File: config.mk
export PLATFORM = sky130hd
export DESIGN_NAME = mem_io_bridge
export DESIGN_NICKNAME = d
export VERILOG_FILES = /design/src/rtl/mem_io_bridge_pkg.sv /design/src/rtl/mem_io_bridge_fifo.sv /design/src/rtl/mem_io_bridge.sv
export SDC_FILE = /design/constraint.sdc
export NUM_CORES = 1
export LEC_CHECK = 0
export CAP_MARGIN = 20
export CORE_MARGIN = 1
export CORE_UTILIZATION = 55
export CTS_BUF_LIST = sky130_fd_sc_hd__clkbuf_16
export DETAILED_ROUTE_END_ITERATION = 8
export GPL_ROUTABILITY_DRIVEN = 0
export HOLD_SLACK_MARGIN = 0.15
export MAX_ROUTING_LAYER = met4
export PLACE_DENSITY_LB_ADDON = 0.08
export SKIP_LAST_GASP = 1
export SYNTH_ARGS = -nofsm -noshare
export SYNTH_HDL_FRONTEND = slang
export SYNTH_HIERARCHICAL = 1
export SYNTH_SLANG_ARGS = --single-unit
File: constraint.sdc
create_clock -name clk_in -period 3.24 [get_ports clk_in]
set_input_delay 0.972 -clock clk_in [delete_from_list [all_inputs] [get_ports clk_in]]
set_output_delay 0.972 -clock clk_in [all_outputs]
set_load 0.05 [all_outputs]
File: src/rtl/mem_io_bridge_pkg.sv
// ============================================================================
// Module   : mem_io_bridge_pkg
// Brief    : Shared address map, state and read-select types for mem_io_bridge
// Revision : 1.0 - initial release
// ============================================================================
`default_nettype none

package mem_io_bridge_pkg;

    localparam logic [17:0] IO_UART_ADDR = 18'h30000;
    localparam logic [17:0] IO_CLK_ADDR  = 18'h30004;
    localparam logic [1:0]  IO_SEL       = 2'b11;
    localparam int          RAM_AW       = 17;

    typedef enum logic [1:0] {
        RUN    = 2'd0,
        DRAIN  = 2'd1,
        HALTED = 2'd2
    } bridge_state_t;

    typedef enum logic [1:0] {
        SEL_ZERO = 2'd0,
        SEL_RAM  = 2'd1,
        SEL_RX   = 2'd2,
        SEL_SNAP = 2'd3
    } rd_sel_t;

endpackage

`default_nettype wire

File: src/rtl/mem_io_bridge_fifo.sv
// ============================================================================
// Module   : bridge_fifo
// Brief    : Synchronous FIFO with count/full/empty; push into a full FIFO is
//            accepted only when a pop frees the slot in the same cycle.
// Revision : 1.0 - initial release
// ============================================================================
`default_nettype none

module bridge_fifo #(
    parameter int DEPTH_LOG = 4,
    parameter int WIDTH     = 8
) (
    input  logic                 clk,
    input  logic                 rst_n,
    input  logic                 push,
    input  logic [WIDTH-1:0]     push_data,
    input  logic                 pop,
    output logic [WIDTH-1:0]     pop_data,
    output logic [DEPTH_LOG:0]   count,
    output logic [DEPTH_LOG:0]   count_next,
    output logic                 full,
    output logic                 empty
);

    localparam logic [DEPTH_LOG:0] c_depth = (DEPTH_LOG+1)'(1 << DEPTH_LOG);

    logic [WIDTH-1:0]     r_mem [1 << DEPTH_LOG];
    logic [DEPTH_LOG-1:0] r_wr_ptr;
    logic [DEPTH_LOG-1:0] r_rd_ptr;
    logic [DEPTH_LOG:0]   r_count;
    logic                 w_pop;
    logic                 w_push;

    assign empty  = (r_count == '0);
    assign full   = (r_count == c_depth);
    assign count  = r_count;
    assign w_pop  = pop & ~empty;
    assign w_push = push & (~full | w_pop);

    // Head is masked while empty so the output reads zero out of reset.
    assign pop_data = empty ? '0 : r_mem[r_rd_ptr];

    always_comb begin
        count_next = r_count;
        case ({w_push, w_pop})
            2'b10:   count_next = r_count + 1'b1;
            2'b01:   count_next = r_count - 1'b1;
            default: count_next = r_count;
        endcase
    end

    always_ff @(posedge clk or negedge rst_n) begin
        if (!rst_n) begin
            r_wr_ptr <= '0;
            r_rd_ptr <= '0;
            r_count  <= '0;
        end else begin
            if (w_push) r_wr_ptr <= r_wr_ptr + 1'b1;
            if (w_pop)  r_rd_ptr <= r_rd_ptr + 1'b1;
            r_count <= count_next;
        end
    end

    always_ff @(posedge clk) begin
        if (w_push) r_mem[r_wr_ptr] <= push_data;
    end

endmodule

`default_nettype wire

File: src/rtl/mem_io_bridge.sv
// ============================================================================
// Module   : mem_io_bridge
// Brief    : CPU byte-port bridge to block RAM and memory-mapped I/O (UART TX
//            FIFO, optional UART RX, cycle counter, program stop).
//            Optional RX path enabled by defining MEM_IO_BRIDGE_RX_EN.
// Revision : 1.0 - initial release
// ============================================================================
`default_nettype none

module mem_io_bridge
    import mem_io_bridge_pkg::*;
#(
    parameter int TX_DEPTH_LOG = 4,
    parameter int FULL_MARGIN  = 2
) (
    input  logic                clk_in,
    input  logic                rst_in,
    input  logic                rdy_in,
    input  logic [31:0]         cpu_a,
    input  logic [7:0]          cpu_dout,
    input  logic                cpu_wr,
    output logic [7:0]          cpu_din,
    output logic                io_buffer_full,
    output logic [RAM_AW-1:0]   ram_a,
    output logic [7:0]          ram_dout,
    output logic                ram_we,
    input  logic [7:0]          ram_din,
    output logic [7:0]          tx_data,
    output logic                tx_valid,
    input  logic                tx_ready,
    input  logic [7:0]          rx_data,
    input  logic                rx_valid,
    output logic                rx_pop,
    output logic                halted
);

    localparam logic [TX_DEPTH_LOG:0] c_full_thresh =
        (TX_DEPTH_LOG+1)'((1 << TX_DEPTH_LOG) - FULL_MARGIN);

    bridge_state_t         r_state;
    rd_sel_t               r_rd_sel;
    rd_sel_t               w_rd_sel;
    logic [1:0]            r_byte_sel;
    logic [31:0]           r_cycle_cnt;
    logic [31:0]           r_snapshot;
    logic [7:0]            r_rx_byte;

    logic                  w_io;
    logic [17:0]           w_addr;
    logic                  w_run;
    logic                  w_wr_ok;
    logic                  w_rd;
    logic                  w_uart_hit;
    logic                  w_clk_hit;
    logic                  w_stop;
    logic                  w_push;
    logic [7:0]            w_push_data;
    logic                  w_empty;
    logic                  w_full;
    logic [TX_DEPTH_LOG:0] w_count;
    logic [TX_DEPTH_LOG:0] w_count_next;

    assign w_addr     = cpu_a[17:0];
    assign w_io       = (cpu_a[17:16] == IO_SEL);
    assign w_run      = (r_state == RUN);
    assign w_wr_ok    = cpu_wr & rdy_in & w_run;
    assign w_rd       = ~cpu_wr & rdy_in;
    assign w_uart_hit = (w_addr == IO_UART_ADDR);
    assign w_clk_hit  = (w_addr[17:2] == IO_CLK_ADDR[17:2]);
    assign w_stop     = w_wr_ok & (w_addr == IO_CLK_ADDR);

    // Zero bytes are the stop marker on the wire, so plain UART writes of 0 are dropped.
    assign w_push      = (w_wr_ok & w_uart_hit & (cpu_dout != 8'h00)) | w_stop;
    assign w_push_data = w_stop ? 8'h00 : cpu_dout;

    // RAM port is combinational so ram_din lines up with the next cycle; held at zero in reset.
    assign ram_a    = rst_in ? cpu_a[RAM_AW-1:0] : '0;
    assign ram_dout = rst_in ? cpu_dout : 8'h00;
    assign ram_we   = rst_in & cpu_wr & rdy_in & ~w_io & w_run;

    assign tx_valid = ~w_empty;

    bridge_fifo #(
        .DEPTH_LOG (TX_DEPTH_LOG),
        .WIDTH     (8)
    ) u_tx_fifo (
        .clk        (clk_in),
        .rst_n      (rst_in),
        .push       (w_push),
        .push_data  (w_push_data),
        .pop        (tx_ready),
        .pop_data   (tx_data),
        .count      (w_count),
        .count_next (w_count_next),
        .full       (w_full),
        .empty      (w_empty)
    );

    always_comb begin
        w_rd_sel = SEL_ZERO;
        if (!cpu_wr) begin
            if (!w_io)          w_rd_sel = SEL_RAM;
            else if (w_uart_hit) w_rd_sel = SEL_RX;
            else if (w_clk_hit)  w_rd_sel = SEL_SNAP;
            else                 w_rd_sel = SEL_ZERO;
        end
    end

    always_comb begin
        cpu_din = 8'h00;
        case (r_rd_sel)
            SEL_RAM:  cpu_din = ram_din;
            SEL_RX:   cpu_din = r_rx_byte;
            SEL_SNAP: cpu_din = r_snapshot[8*r_byte_sel +: 8];
            default:  cpu_din = 8'h00;
        endcase
    end

    always_ff @(posedge clk_in or negedge rst_in) begin
        if (!rst_in) begin
            r_state        <= RUN;
            halted         <= 1'b0;
            r_rd_sel       <= SEL_ZERO;
            r_byte_sel     <= 2'd0;
            r_cycle_cnt    <= 32'd0;
            r_snapshot     <= 32'd0;
            io_buffer_full <= 1'b0;
        end else begin
            io_buffer_full <= (w_count_next >= c_full_thresh);
            if (rdy_in) begin
                r_rd_sel   <= w_rd_sel;
                r_byte_sel <= cpu_a[1:0];
                if (r_state != HALTED)
                    r_cycle_cnt <= r_cycle_cnt + 32'd1;
                if (w_rd & w_clk_hit & (cpu_a[1:0] == 2'd0))
                    r_snapshot <= r_cycle_cnt;
                case (r_state)
                    RUN: begin
                        if (w_stop) r_state <= DRAIN;
                    end
                    DRAIN: begin
                        if (w_empty & ~(tx_valid & tx_ready)) begin
                            r_state <= HALTED;
                            halted  <= 1'b1;
                        end
                    end
                    HALTED: begin
                        halted <= 1'b1;
                    end
                    default: r_state <= RUN;
                endcase
            end
        end
    end

`ifdef MEM_IO_BRIDGE_RX_EN
    always_ff @(posedge clk_in or negedge rst_in) begin
        if (!rst_in) begin
            rx_pop    <= 1'b0;
            r_rx_byte <= 8'h00;
        end else if (rdy_in) begin
            rx_pop    <= w_rd & w_uart_hit & rx_valid;
            r_rx_byte <= (w_rd & w_uart_hit & rx_valid) ? rx_data : 8'h00;
        end else begin
            rx_pop <= 1'b0;
        end
    end

    logic w_unused;
    assign w_unused = ^{cpu_a[31:18], w_count, w_full};
`else
    assign rx_pop    = 1'b0;
    assign r_rx_byte = 8'h00;

    logic w_unused;
    assign w_unused = ^{cpu_a[31:18], w_count, w_full, rx_data, rx_valid};
`endif

endmodule

`default_nettype wire

==> impl_results.md <==
* Status: complete, but fails checks
* Failing checks: negative setup slack
* Syn. warnings at 6
* H-Tree Depth at 1
* Worst Clk Skew at 0.0235 ns
* Storage cell area at 0.00597 mm2
* Post-Syn Instances at 611
* Post-route cell area at 0.0125 mm2
* Final ANT Viol Nets at 0
* CTS clock-pin slew for the worst setup and hold paths at 0.06 ns
* Synth-to-layout area growth at 32.1%
* Initial drt markers at 341
* Worst skew pair latency at 0.50 ns
* Die height at 133 um
* Starting Density at 56.7%
* Post-synth net total at 682
* Initial antenna violation count at 0
* CTS Buffer Depth at 3
* CTS root buf: clkbuf_16
* Area of the multi-input gates at 0.00353 mm2
* Post-DR vias/cell at 5.78
* Synth Cell Area at 0.00946 mm2
* Max cap viols at 0
* Global route overflow at 0
* Reg2reg start: u_tx_fifo/count[2]
* Final setup fails at 5
* Wire per inst at 21.0 um
* Global-route usage over all layers at 25.7%
* # diodes at 0
* DRC Markers at 0
* FF-to-FF path depth at 11
* Final Util at 74.9%
* M2 GR Usage at 45.6%
* Layout filler cell count at 992
* RSZ-0062 raised after global routing: true
* Peak VDD IR at 0.745 mV
* # clock sinks at 213
* Slew Limit Fails at 0
* Final HPWL from detailed placement at 14100 um
* DP Area at 0.0114 mm2
* M1 GR Usage at 31.2%
* Met3 Use GR at 3.23%
* Commonest cells after routing, fill and taps aside: edfxtp_1, dfrtp_1, buf_4, buf_12, and2_1
* Min Tclk post-route at 3.36 ns
* Worst hold path type: in -> async
* Most common cell after layout, fill and taps aside: edfxtp_1
* Worst setup EP type: primary output
* Fraction of layout cells with a size suffix above 1 at 34.8%
* F_max at 0.297 GHz
* DIE WIDTH at 133 um
* # IOs at 108
* CP arrival at 2.39 ns
* Slew at the pin closest to its max-slew limit at 0.795 ns
* WL final at 21000 um
* Fin Hold WS at 0.354 ns
* Final #Nets at 833
* Port-buffer cells at 83
* DR pass1 iterations at 4
* Slew HR at 47.0%
* Vias after detailed routing at 5771
* Pin count of the biggest net entering global routing at 66
* Cell Pwr Density at 674 mW/mm2
* Setup total negative slack at -0.214 ns
* Endpoints failing hold at 0
* CP required at 2.27 ns
* First-pass GRT wire length at 33900 um
* Number of buffers created by CTS at 22
* PnR worst setup slack at -0.124 ns
* Critical R2R Capture: io_buffer_full
* Core ar. at 0.0167 mm2
* Reg2Reg Setup Slack at 0.54 ns
* Kind of critical path: reg -> out
* DIE AREA at 0.0177 mm2
* Cell Rows at 47
* Critical path startpoint category: register
* Power Total at 8430 uW
* Worst-path fanout max at 7
* Mean area per synthesized cell at 15.5 um2
* Leak at 0.00500 uW
* CTS tree: built
* Most used routing layer: met2
* Number of global-route vias before repair at 6204
* Final period utilization at 104%
-- state kept, by name, indices dropped and copies added, names as in the netlist --
signal	count
u_tx_fifo/count	5
u_tx_fifo/r_mem	128
halted	1
r_rd_sel	2
io_buffer_full	1
r_snapshot	32
u_tx_fifo/r_wr_ptr	4
u_tx_fifo/r_rd_ptr	4
r_cycle_cnt	32
r_byte_sel	2
r_state	2
-- layout make-up --
class / count / area share [%]
flip-flops and latches: 213 / 47.8
multi-input cells: 357 / 28.2
repair buffers: 157 / 16.3
clock buffers: 22 / 4.40
well taps: 220 / 2.20
clock inverters: 18 / 0.751
inverters: 11 / 0.350
-- per-stage QoR --
step / setup WS (ns) / cells
global placement: -0.499 / 937
global route: -0.174 / 998
CTS: -0.0646 / 984
finish: -0.124 / 998
detailed placement: -0.633 / 937
floorplan: -0.0114 / 611
-- power by group --
part	internal, uW	total, uW	switching [uW]
Clock	1240	2230	994
Sequential	3000	3230	226
Combinational	1490	2970	1480
Total	5730	8430	2700
-- critical path: stages (launching register included) --
cell,delay (ns)
dfrtp_2,0.41
buf_12,0.15
buf_6,0.10
mux4_2,0.47
nor2b_4,0.14
a211oi_2,0.30
a211oi_2,0.10
buf_6,0.21
-- how the worst max path moves through the flow --
stage | to | slack, ns | start | cells past startpoint
2_1_floorplan | io_buffer_full | -0.01 | cpu_a[8] | 14
3_3_place_gp | io_buffer_full | -0.50 | cpu_a[17] | 14
3_5_place_dp | io_buffer_full | -0.63 | cpu_a[17] | 14
4_1_cts | tx_data[5] | -0.06 | u_tx_fifo/r_rd_ptr[1] | 6
5_1_grt | tx_data[0] | -0.17 | u_tx_fifo/r_rd_ptr[1] | 7
6_report | tx_data[0] | -0.12 | u_tx_fifo/r_rd_ptr[1] | 7
-- repair_timing --
item,CTS,global route
resized for setup,39,34
hold buffers,0,0
endpoints found under the hold margin,0,0
cloned,3,0
pin swaps,17,21
setup endpoints to repair,12,9
setup buffers,4,16
-- layer usage --
layer	part of all wire (%)	routed length, um	up-vias
li1	-	-	2621
met1	39	8200	2984
met2	55	11600	135
met3	3.8	799	31
met4	1.8	383	0
met5	0	0	-
No activity file was read; power rests on OpenSTA's default activity.
